$ cat src/rtl/hex_cmd_pkg.sv
// hex_cmd_pkg: shared definitions for the ASCII hex command parser.
//   state_t          - parser / reply sequencer states
//   CH_*             - ASCII character constants used by the parser and replies
//   nibble_to_ascii  - 4-bit value to uppercase ASCII hex digit
package hex_cmd_pkg;

  typedef enum logic [2:0] {
    IDLE,
    CMD,
    SKIP,
    EXEC,
    RD_WAIT,
    TX_LOAD,
    TX_ACK,
    TX_DONE
  } state_t;

  localparam logic [7:0] CH_CR = 8'h0D;
  localparam logic [7:0] CH_LF = 8'h0A;
  localparam logic [7:0] CH_SP = 8'h20;
  localparam logic [7:0] CH_K  = 8'h4B;
  localparam logic [7:0] CH_QM = 8'h3F;

  // Replies always use uppercase letters.
  function automatic logic [7:0] nibble_to_ascii(input logic [3:0] n);
    logic [7:0] ext;
    ext = {4'h0, n};
    return (n < 4'd10) ? (8'h30 + ext) : (8'h37 + ext);
  endfunction

endpackage

$ cat src/rtl/ascii_to_nibble.sv
// ascii_to_nibble: combinational ASCII hex digit decoder.
//   ch     (in,  8) - received character
//   nibble (out, 4) - decoded value, 0 when ch is not a hex digit
//   is_hex (out, 1) - ch is one of 0-9, A-F, a-f
module ascii_to_nibble (
  input  logic [7:0] ch,
  output logic [3:0] nibble,
  output logic       is_hex
);

  always_comb begin
    nibble = 4'h0;
    is_hex = 1'b0;
    if (ch >= 8'h30 && ch <= 8'h39) begin
      nibble = ch[3:0];
      is_hex = 1'b1;
    end else if ((ch >= 8'h41 && ch <= 8'h46) || (ch >= 8'h61 && ch <= 8'h66)) begin
      // 'A'/'a' have low nibble 1, so +9 maps them onto 10..15.
      nibble = ch[3:0] + 4'd9;
      is_hex = 1'b1;
    end
  end

endmodule

$ cat src/rtl/hex_cmd_parser.sv
// hex_cmd_parser: collects "W aa dd<CR>" / "R aa<CR>" commands from uart_rx,
// executes them on an 8-bit register port and returns an ASCII reply
// ("K", two hex digits, or "?", each followed by CR LF) through uart_tx.
//   clk, resetn           - clock, synchronous active-low reset
//   rx_valid, rx_data     - received character strobe and data
//   reg_wr, reg_rd        - one-cycle register write / read strobes
//   reg_addr, reg_wdata   - register address / write data, held between commands
//   reg_rdata             - read data, valid the cycle after reg_rd
//   tx_en, tx_data        - transmit strobe and held reply character
//   tx_busy               - transmitter busy flag
//   rx_drop               - sticky: a character arrived while busy executing/replying
module hex_cmd_parser
  import hex_cmd_pkg::*;
#(
  parameter int CMD_MAX = 6
) (
  input  logic       clk,
  input  logic       resetn,
  input  logic       rx_valid,
  input  logic [7:0] rx_data,
  output logic       reg_wr,
  output logic       reg_rd,
  output logic [7:0] reg_addr,
  output logic [7:0] reg_wdata,
  input  logic [7:0] reg_rdata,
  output logic       tx_en,
  output logic [7:0] tx_data,
  input  logic       tx_busy,
  output logic       rx_drop
);

  // A command never holds more than 4 digits; a smaller CMD_MAX tightens that.
  localparam logic [2:0] DIG_LIMIT = (CMD_MAX < 4) ? 3'(CMD_MAX) : 3'd4;

  localparam logic [31:0] REPLY_ERR = {CH_QM, CH_CR, CH_LF, 8'h00};
  localparam logic [31:0] REPLY_OK  = {CH_K,  CH_CR, CH_LF, 8'h00};

  state_t      state;
  logic        is_write;
  logic [2:0]  dig_cnt;
  logic [15:0] acc;
  // Reply buffer: the character currently on tx_data sits in [31:24].
  logic [31:0] reply;
  logic [2:0]  reply_len;

  logic [3:0]  rx_nibble;
  logic        rx_is_hex;
  logic        rx_is_w;
  logic        rx_is_r;
  logic        rx_is_cr;
  logic        rx_is_blank;
  logic        busy_state;

  ascii_to_nibble u_a2n (
    .ch     (rx_data),
    .nibble (rx_nibble),
    .is_hex (rx_is_hex)
  );

  assign rx_is_w     = (rx_data == 8'h57) || (rx_data == 8'h77);
  assign rx_is_r     = (rx_data == 8'h52) || (rx_data == 8'h72);
  assign rx_is_cr    = (rx_data == CH_CR);
  assign rx_is_blank = (rx_data == CH_SP) || (rx_data == CH_LF);
  assign busy_state  = (state == EXEC) || (state == RD_WAIT) || (state == TX_LOAD) ||
                       (state == TX_ACK) || (state == TX_DONE);

  // Outputs are registered and asserted on entry to EXEC / TX_LOAD, so the
  // strobes are visible during the state that owns them.
  always_ff @(posedge clk) begin
    if (!resetn) begin
      state     <= IDLE;
      is_write  <= 1'b0;
      dig_cnt   <= 3'd0;
      acc       <= 16'h0000;
      reply     <= 32'h0;
      reply_len <= 3'd0;
      reg_wr    <= 1'b0;
      reg_rd    <= 1'b0;
      reg_addr  <= 8'h00;
      reg_wdata <= 8'h00;
      tx_en     <= 1'b0;
      tx_data   <= 8'h00;
      rx_drop   <= 1'b0;
    end else begin
      reg_wr <= 1'b0;
      reg_rd <= 1'b0;
      tx_en  <= 1'b0;

      if (rx_valid && busy_state) begin
        rx_drop <= 1'b1;
      end

      case (state)
        IDLE: begin
          if (rx_valid) begin
            if (rx_is_w || rx_is_r) begin
              is_write <= rx_is_w;
              dig_cnt  <= 3'd0;
              acc      <= 16'h0000;
              state    <= CMD;
            end else if (rx_is_cr) begin
              reply     <= REPLY_ERR;
              reply_len <= 3'd3;
              tx_data   <= CH_QM;
              tx_en     <= 1'b1;
              state     <= TX_LOAD;
            end else if (!rx_is_blank) begin
              state <= SKIP;
            end
          end
        end

        CMD: begin
          if (rx_valid) begin
            if (rx_is_hex) begin
              if (dig_cnt >= DIG_LIMIT) begin
                dig_cnt <= 3'd5;
                state   <= SKIP;
              end else begin
                acc     <= {acc[11:0], rx_nibble};
                dig_cnt <= dig_cnt + 3'd1;
              end
            end else if (rx_is_cr) begin
              if (is_write && dig_cnt == 3'd4) begin
                reg_addr  <= acc[15:8];
                reg_wdata <= acc[7:0];
                reg_wr    <= 1'b1;
                state     <= EXEC;
              end else if (!is_write && dig_cnt == 3'd2) begin
                reg_addr <= acc[7:0];
                reg_rd   <= 1'b1;
                state    <= EXEC;
              end else begin
                reply     <= REPLY_ERR;
                reply_len <= 3'd3;
                tx_data   <= CH_QM;
                tx_en     <= 1'b1;
                state     <= TX_LOAD;
              end
            end else if (!rx_is_blank) begin
              state <= SKIP;
            end
          end
        end

        SKIP: begin
          if (rx_valid && rx_is_cr) begin
            reply     <= REPLY_ERR;
            reply_len <= 3'd3;
            tx_data   <= CH_QM;
            tx_en     <= 1'b1;
            state     <= TX_LOAD;
          end
        end

        EXEC: begin
          if (is_write) begin
            reply     <= REPLY_OK;
            reply_len <= 3'd3;
            tx_data   <= CH_K;
            tx_en     <= 1'b1;
            state     <= TX_LOAD;
          end else begin
            state <= RD_WAIT;
          end
        end

        RD_WAIT: begin
          reply     <= {nibble_to_ascii(reg_rdata[7:4]), nibble_to_ascii(reg_rdata[3:0]),
                        CH_CR, CH_LF};
          reply_len <= 3'd4;
          tx_data   <= nibble_to_ascii(reg_rdata[7:4]);
          tx_en     <= 1'b1;
          state     <= TX_LOAD;
        end

        TX_LOAD: begin
          state <= TX_ACK;
        end

        TX_ACK: begin
          if (tx_busy) begin
            state <= TX_DONE;
          end
        end

        TX_DONE: begin
          if (!tx_busy) begin
            if (reply_len > 3'd1) begin
              reply     <= {reply[23:0], 8'h00};
              reply_len <= reply_len - 3'd1;
              tx_data   <= reply[23:16];
              tx_en     <= 1'b1;
              state     <= TX_LOAD;
            end else begin
              reply_len <= 3'd0;
              state     <= IDLE;
            end
          end
        end

        default: state <= IDLE;
      endcase
    end
  end

endmodule

$ cat config.mk
export PLATFORM = sky130hd
export DESIGN_NAME = hex_cmd_parser
export DESIGN_NICKNAME = d
export VERILOG_FILES = /design/src/rtl/hex_cmd_pkg.sv /design/src/rtl/ascii_to_nibble.sv /design/src/rtl/hex_cmd_parser.sv
export SDC_FILE = /design/constraint.sdc
export NUM_CORES = 1
export LEC_CHECK = 0
export CAP_MARGIN = 30
export CORE_ASPECT_RATIO = 0.5
export CORE_UTILIZATION = 50
export DETAILED_ROUTE_END_ITERATION = 10
export PLACE_DENSITY_LB_ADDON = 0.1
export SYNTH_ARGS = -nofsm -noshare
export SYNTH_HDL_FRONTEND = slang
export SYNTH_SLANG_ARGS = --single-unit
$ cat constraint.sdc
create_clock -name clk -period 3.18 [get_ports clk]
set_input_delay 0.318 -clock clk [delete_from_list [all_inputs] [get_ports clk]]
set_output_delay 0.318 -clock clk [all_outputs]
set_load 0.05 [all_outputs]
=== Word-level counts from Yosys, hierarchy flattened ===
Cells that the tools add are included.

* $add $sub $neg: 7
* Magnitude comparators: 10
* Equality and inequality tests: 33
* Mux-type cells: 90
* Bitwise gates (word level): 5
* Reduce and logical (&&, ||, !) cells: 31

{| class="wikitable"
|+ Operators by type and width
! cell !! count
|-
| 24-bit two-way mux || 12
|-
| 24-bit case mux with 6 select lines || 1
|-
| 8-bit two-way mux || 14
|-
| 3-bit two-way mux || 31
|-
| 16-bit two-way mux || 5
|-
| 8-bit case mux with 6 select lines || 1
|-
| 8-bit by 7-bit == test with 1-bit output, second input constant || 4
|-
| 16-bit case mux with 2 select lines || 1
|-
| 2-bit inequality test, second input constant || 15
|-
| 6-bit by 4-bit adder with 7-bit output, first input constant || 4
|-
| 3-bit case mux with 8 select lines || 1
|-
| 3-bit case mux with 6 select lines || 1
|-
| 1-bit two-way mux || 17
|-
| 8-bit by 4-bit == test with 1-bit output, second input constant || 2
|-
| 8-bit by 7-bit >= comparator with 1-bit output, second input constant || 2
|-
| 8-bit by 7-bit less-or-equal comparator with 1-bit output, second input constant || 2
|-
| 3-bit == test, second input constant || 5
|-
| 5-bit AND reduction || 3
|-
| 7-bit two-way mux || 2
|-
| 13-bit AND reduction || 1
|-
| 12-bit AND reduction || 1
|-
| 6-bit AND reduction || 2
|-
| 3-bit by 2-bit == test with 1-bit output, second input constant || 3
|-
| 1-bit logical OR || 9
|-
| 24 further kinds || 37
|}

* Register bits: 78
* Bits of input ports: 20
* Output and inout bits: 28

=== Logic depth before layout (Yosys ltp) ===
* Depth in word-level cells: 9
* Gate-level depth with buffers: 11
* Mapped depth without buffers: 8

=== Hierarchy ===
Synthesis repeated with hierarchy kept, for this count alone.

* Cell total of the unflattened synthesis: 437
* Area, all modules: 3659.8 µm²

{| class="wikitable"
|+ Modules (own cells, without submodules)
! module !! times used !! cells an instance !! area each (µm²)
|-
| hex_cmd_parser || 1 || 412 || 3455.8
|-
| ascii_to_nibble || 1 || 25 || 203.9
|}

=== Least setup slack after synthesis ===
OpenSTA, ideal clock, no wires.

* Path kind: register to register
* From: reg dig_cnt[0]
* To: reg reply[19]
* Data arrival time: 1.856 ns
* Required time: 3.092 ns
* Slack: 1.236 ns
* Stages on the path, launching flop included: 10
* Period minus slack after synthesis: 1.944 ns
* Cells stage by stage: dfxtp_1 > inv_1 > ha_1 > nor3b_1 > o21ai_2 > a211o_1 > and2_1 > buf_6 > buf_6 > a311oi_2

* Word-level cells in the longest chain between the ends: 4
* Elaborated cells between the ends (all ways): 7
* Classes of those cells: eq/ne: 4; reduce/logical: 3

{| class="wikitable"
|+ RTL lines
! element !! RTL line !! RTL
|-
| start: declaration || hex_cmd_parser.sv:40 || <nowiki>logic [2:0] dig_cnt;</nowiki>
|-
| start signal: assignment || hex_cmd_parser.sv:121 || <nowiki>dig_cnt <= dig_cnt + 3'd1;</nowiki>
|-
| 3-bit by 2-bit == test with 1-bit output / 3-bit == test (equally long branches) || hex_cmd_parser.sv:129, hex_cmd_parser.sv:124 ||
|-
| 1-bit logical AND, on equally long branches || hex_cmd_parser.sv:129, hex_cmd_parser.sv:124 ||
|-
| 2-bit inequality test (no source line) || - ||
|-
| 13-bit AND reduction (no source line) (*) || - ||
|-
| end signal: assignment || hex_cmd_parser.sv:169 || <nowiki>reply <= {nibble_to_ascii(reg_rdata[7:4]), nibble_to_ascii(reg_rdata[3:0]),</nowiki>
|-
| end signal: assignment || hex_cmd_parser.sv:190 || <nowiki>reply <= {reply[23:0], 8'h00};</nowiki>
|-
| end: declaration || hex_cmd_parser.sv:43 || <nowiki>logic [31:0] reply;</nowiki>
|}

Mark *: on every way between the ends. The rest lies on a longest branch, timed or not.
A chain may end at the register's enable or synchronous reset.

=== Worst setup path in the final report ===
* From: in rx_data[1]
* To: reg tx_data[3]

* Word-level cells in the longest chain between the ends: 7
* Elaborated cells between the ends (all ways): 27
* Classes of those cells: order compare: 6; eq/ne: 10; mux: 2; reduce/logical: 9

{| class="wikitable"
|+ RTL lines
! element !! RTL line !! RTL
|-
| start: declaration || hex_cmd_parser.sv:20 || <nowiki>input logic [7:0] rx_data,</nowiki>
|-
| 8-bit by 7-bit >= comparator with 1-bit output / 8-bit by 7-bit less-or-equal comparator with 1-bit output (equally long branches) || ascii_to_nibble.sv:17 || <nowiki>end else if ((ch >= 8'h41 && ch <= 8'h46) || (ch >= 8'h61 && ch <= 8'h66)) begin</nowiki>
|-
| 1-bit logical AND || ascii_to_nibble.sv:17 ||
|-
| 1-bit logical OR || ascii_to_nibble.sv:17 ||
|-
| 1-bit two-way mux || ascii_to_nibble.sv:17 ||
|-
| 1-bit two-way mux || ascii_to_nibble.sv:14 || <nowiki>if (ch >= 8'h30 && ch <= 8'h39) begin</nowiki>
|-
| 2-bit inequality test (no source line) || - ||
|-
| 13-bit AND reduction (no source line) (*) || - ||
|-
| end signal: assignment || hex_cmd_parser.sv:172 || <nowiki>tx_data <= nibble_to_ascii(reg_rdata[7:4]);</nowiki>
|-
| end signal: assignment || hex_cmd_parser.sv:192 || <nowiki>tx_data <= reply[23:16];</nowiki>
|-
| end: declaration || hex_cmd_parser.sv:27 || <nowiki>output logic [7:0] tx_data,</nowiki>
|}

Marked as above.

==> metrics.txt <==
worst setup path class=input port to register; Overflow after GRT=0; Nets=474; setup violators final=0; Rows=20; final-report hold violation count=0; Setup crit end kind=register; multi-input logic area=approximately 0.0018 mm2; Placed Area=0.00378 mm2; Synth Instances=403; Overall Power=about 0.0027 W; CP Max Fanout=17; Main synth FF type=dfxtp_1; clock sinks=63; first-pass GRT wire length=roughly 13 mm; WP data required=3.43 ns; gr usage total=0.253; post-route ant nets=0; TritonCTS clock tree=done; clk_lat worst skew=0.33 ns; yosys warns=0; Worst Skew=~0.0059 ns; post-DP HPWL=5.71 mm; # Post-CTS Setup Buffers=0; Hold-fix buffers, CTS=0; Synth-to-Final Area Change=25.3%; RSZ-0062 raised after global routing=false; WHS=0.454 ns; Worst EP arrival=2.87 ns; average via count per standard cell=~5.7; syn nets=434; Post-synth EDFFs=0; Hold WC Path Type=register to register; area leader, netlist=dfxtp_1; TritonCTS Buffers=9; fmax=382 MHz; number of fillers in the final layout=527; VDD IR max=0.368 mV; fin. max-slew vios=0; crit path time final=2.61 ns; Yosys top cell area share=0.383; ys async rst share=0; PD cells=about 660 mW/mm2; Setup crit start kind=input port; H-tree levels=3; Clock Tree Buf Depth=2; P_leak=1.48 nW; Die Height=about 60 um; RePlAce Congestion=0.835; fin crit share=0.822; Seq/Total Area, Yosys=0.383; Initial Utilization=0.530; drt drc=0; Cell variety after synth=a little under 60; Finished Core Util=0.665; Slew HR=0.607; top post-synthesis cells by count=63 x dfxtp_1, 56 x nand2_1, 42 x nor2_1; Antenna diodes=0; Vias=3080; I/O Pins=48; chip width=between 100 and 150 um; register area=0.00126 mm2; initial antenna violation count=0; initial DRC count=222; Mapped Area=0.00329 mm2; Placeable Area=0.00621 mm2; die area=slightly below 0.007 mm2; routed wire length per instance=15.0 um; PostCTS Resize Cnt=0; vias in the first global route=2811; post-route cell area=0.00413 mm2; final WL=8.06 mm; most frequent cell after synthesis=dfxtp_1; worst slew pin tran=approximately 0.59 ns; Port Buffers=46; pin count of the biggest net entering global routing=26; Root Buffer=clkbuf_16; Initial DRT Pass Iterations=5; status=finished, final reports clean; Mapped Avg Cell Area=8.17 um2; register bit total from synthesis=63; Clk pin slew, worst setup/hold paths=0.05 ns; ratio of cells with drive above 1 in the final layout=0.0915; max-capacitance violation count=0; synth top area cells=dfxtp_1 38%, nand2_1 6.4%, a21oi_1 5.2%; total negative setup slack=0 ns
-- worst max-delay path: stages --
cell and delay (ns):
clkdlybuf4s50_1 0.49, inv_1 0.12, ha_1 0.23, nand4b_2 0.17, nor4_4 0.35, a211o_1 0.23
and2_1 0.48, o221ai_1 0.27, a21oi_1 0.21
-- worst paths after layout --
path                      from  slack, ns      endpoint  cells past startpoint
setup / recovery    rx_data[1]       0.57    tx_data[3]                      9
hold / removal    reg_wdata[6]       0.45  reg_wdata[6]                      2
setup reg to reg      state[0]       0.69    tx_data[3]                      6
hold reg to reg   reg_wdata[6]       0.45  reg_wdata[6]                      2
-- layout make-up --
class                      instances  area share
multi-input combinational        299       0.442
sequential                        63       0.306
tap                               88      0.0267
timing repair buffer              55       0.128
clock buffer                       9      0.0546
clock inverter                     7      0.0291
inverter                          15      0.0136
-- flip-flops by register name (all words and copies together) (netlist names) --
register   flops
reg_addr       8
is_write       1
state          3
reply         10
rx_drop        1
tx_data        7
tx_en          1
reply_len      3
reg_rd         1
reg_wr         1
acc           16
dig_cnt        3
reg_wdata      8
-- per-stage QoR --
| step | worst slack [ns] | cells |
|---|---|---|
| 2_1_floorplan | 1.24 | 403 |
| 3_3_place_gp | 0.425 | 520 |
| 3_5_place_dp | 0.344 | 520 |
| 4_1_cts | 0.621 | 536 |
| 5_1_grt | 0.425 | 536 |
| 6_report | 0.565 | 536 |
-- kinds of logic (layout without fill, tap and decap cells) --
group	count (synthesis)	count (layout)	synth area share
XOR/XNOR	3	3	0.00798
AND/OR/NAND/NOR	163	163	0.242
AO/OA/AOI/OAI	119	119	0.255
buffers and inverters	41	86	0.0627
other	1	1	0.00114
flip-flops	63	63	0.383
multiplexers	2	2	0.00646
adder cells (fa/ha/maj)	11	11	0.0418
-- layer usage --
layer,vias to the layer above,wire (um),GRT usage
met5,-,0,0
li1,1520,-,-
met3,12,405,0.0654
met2,100,3910,0.425
met1,1448,3650,0.314
met4,0,97,0.101
-- cell usage in the layout, fill, tap and decap left out, drive strengths merged, types with 3 or more instances in the layout --
| cell | instances |
|---|---|
| dfxtp | 63 |
| nand2 | 56 |
| clkdlybuf4s50 | 46 |
| nor2 | 42 |
| a21oi | 34 |
| o21ai | 22 |
| nand3 | 19 |
| inv | 15 |
| a311oi | 12 |
| a22o | 11 |
| ha | 11 |
| clkbuf | 9 |
| buf | 9 |
| nor3 | 8 |
| a211oi | 6 |
| nor3b | 5 |
| and2 | 5 |
| nand2b | 4 |
| or3 | 4 |
| or2 | 4 |
| a31oi | 4 |
| o21bai | 3 |
| o211ai | 3 |
| o31a | 3 |
| nor2b | 3 |
| and3 | 3 |
| o211a | 3 |
| o21a | 3 |
| o221ai | 3 |
| bufinv | 3 |
| nor4 | 3 |
| clkinv | 3 |
-- report_power, final --
group | internal, W | switching (W) | total (W)
sequential | 0.000859 | 0.0000807 | 0.000940
combinational | 0.000250 | 0.000394 | 0.000645
clock | 0.000767 | 0.000363 | 0.00113
Note: power is estimated with default switching activity, not from simulation.
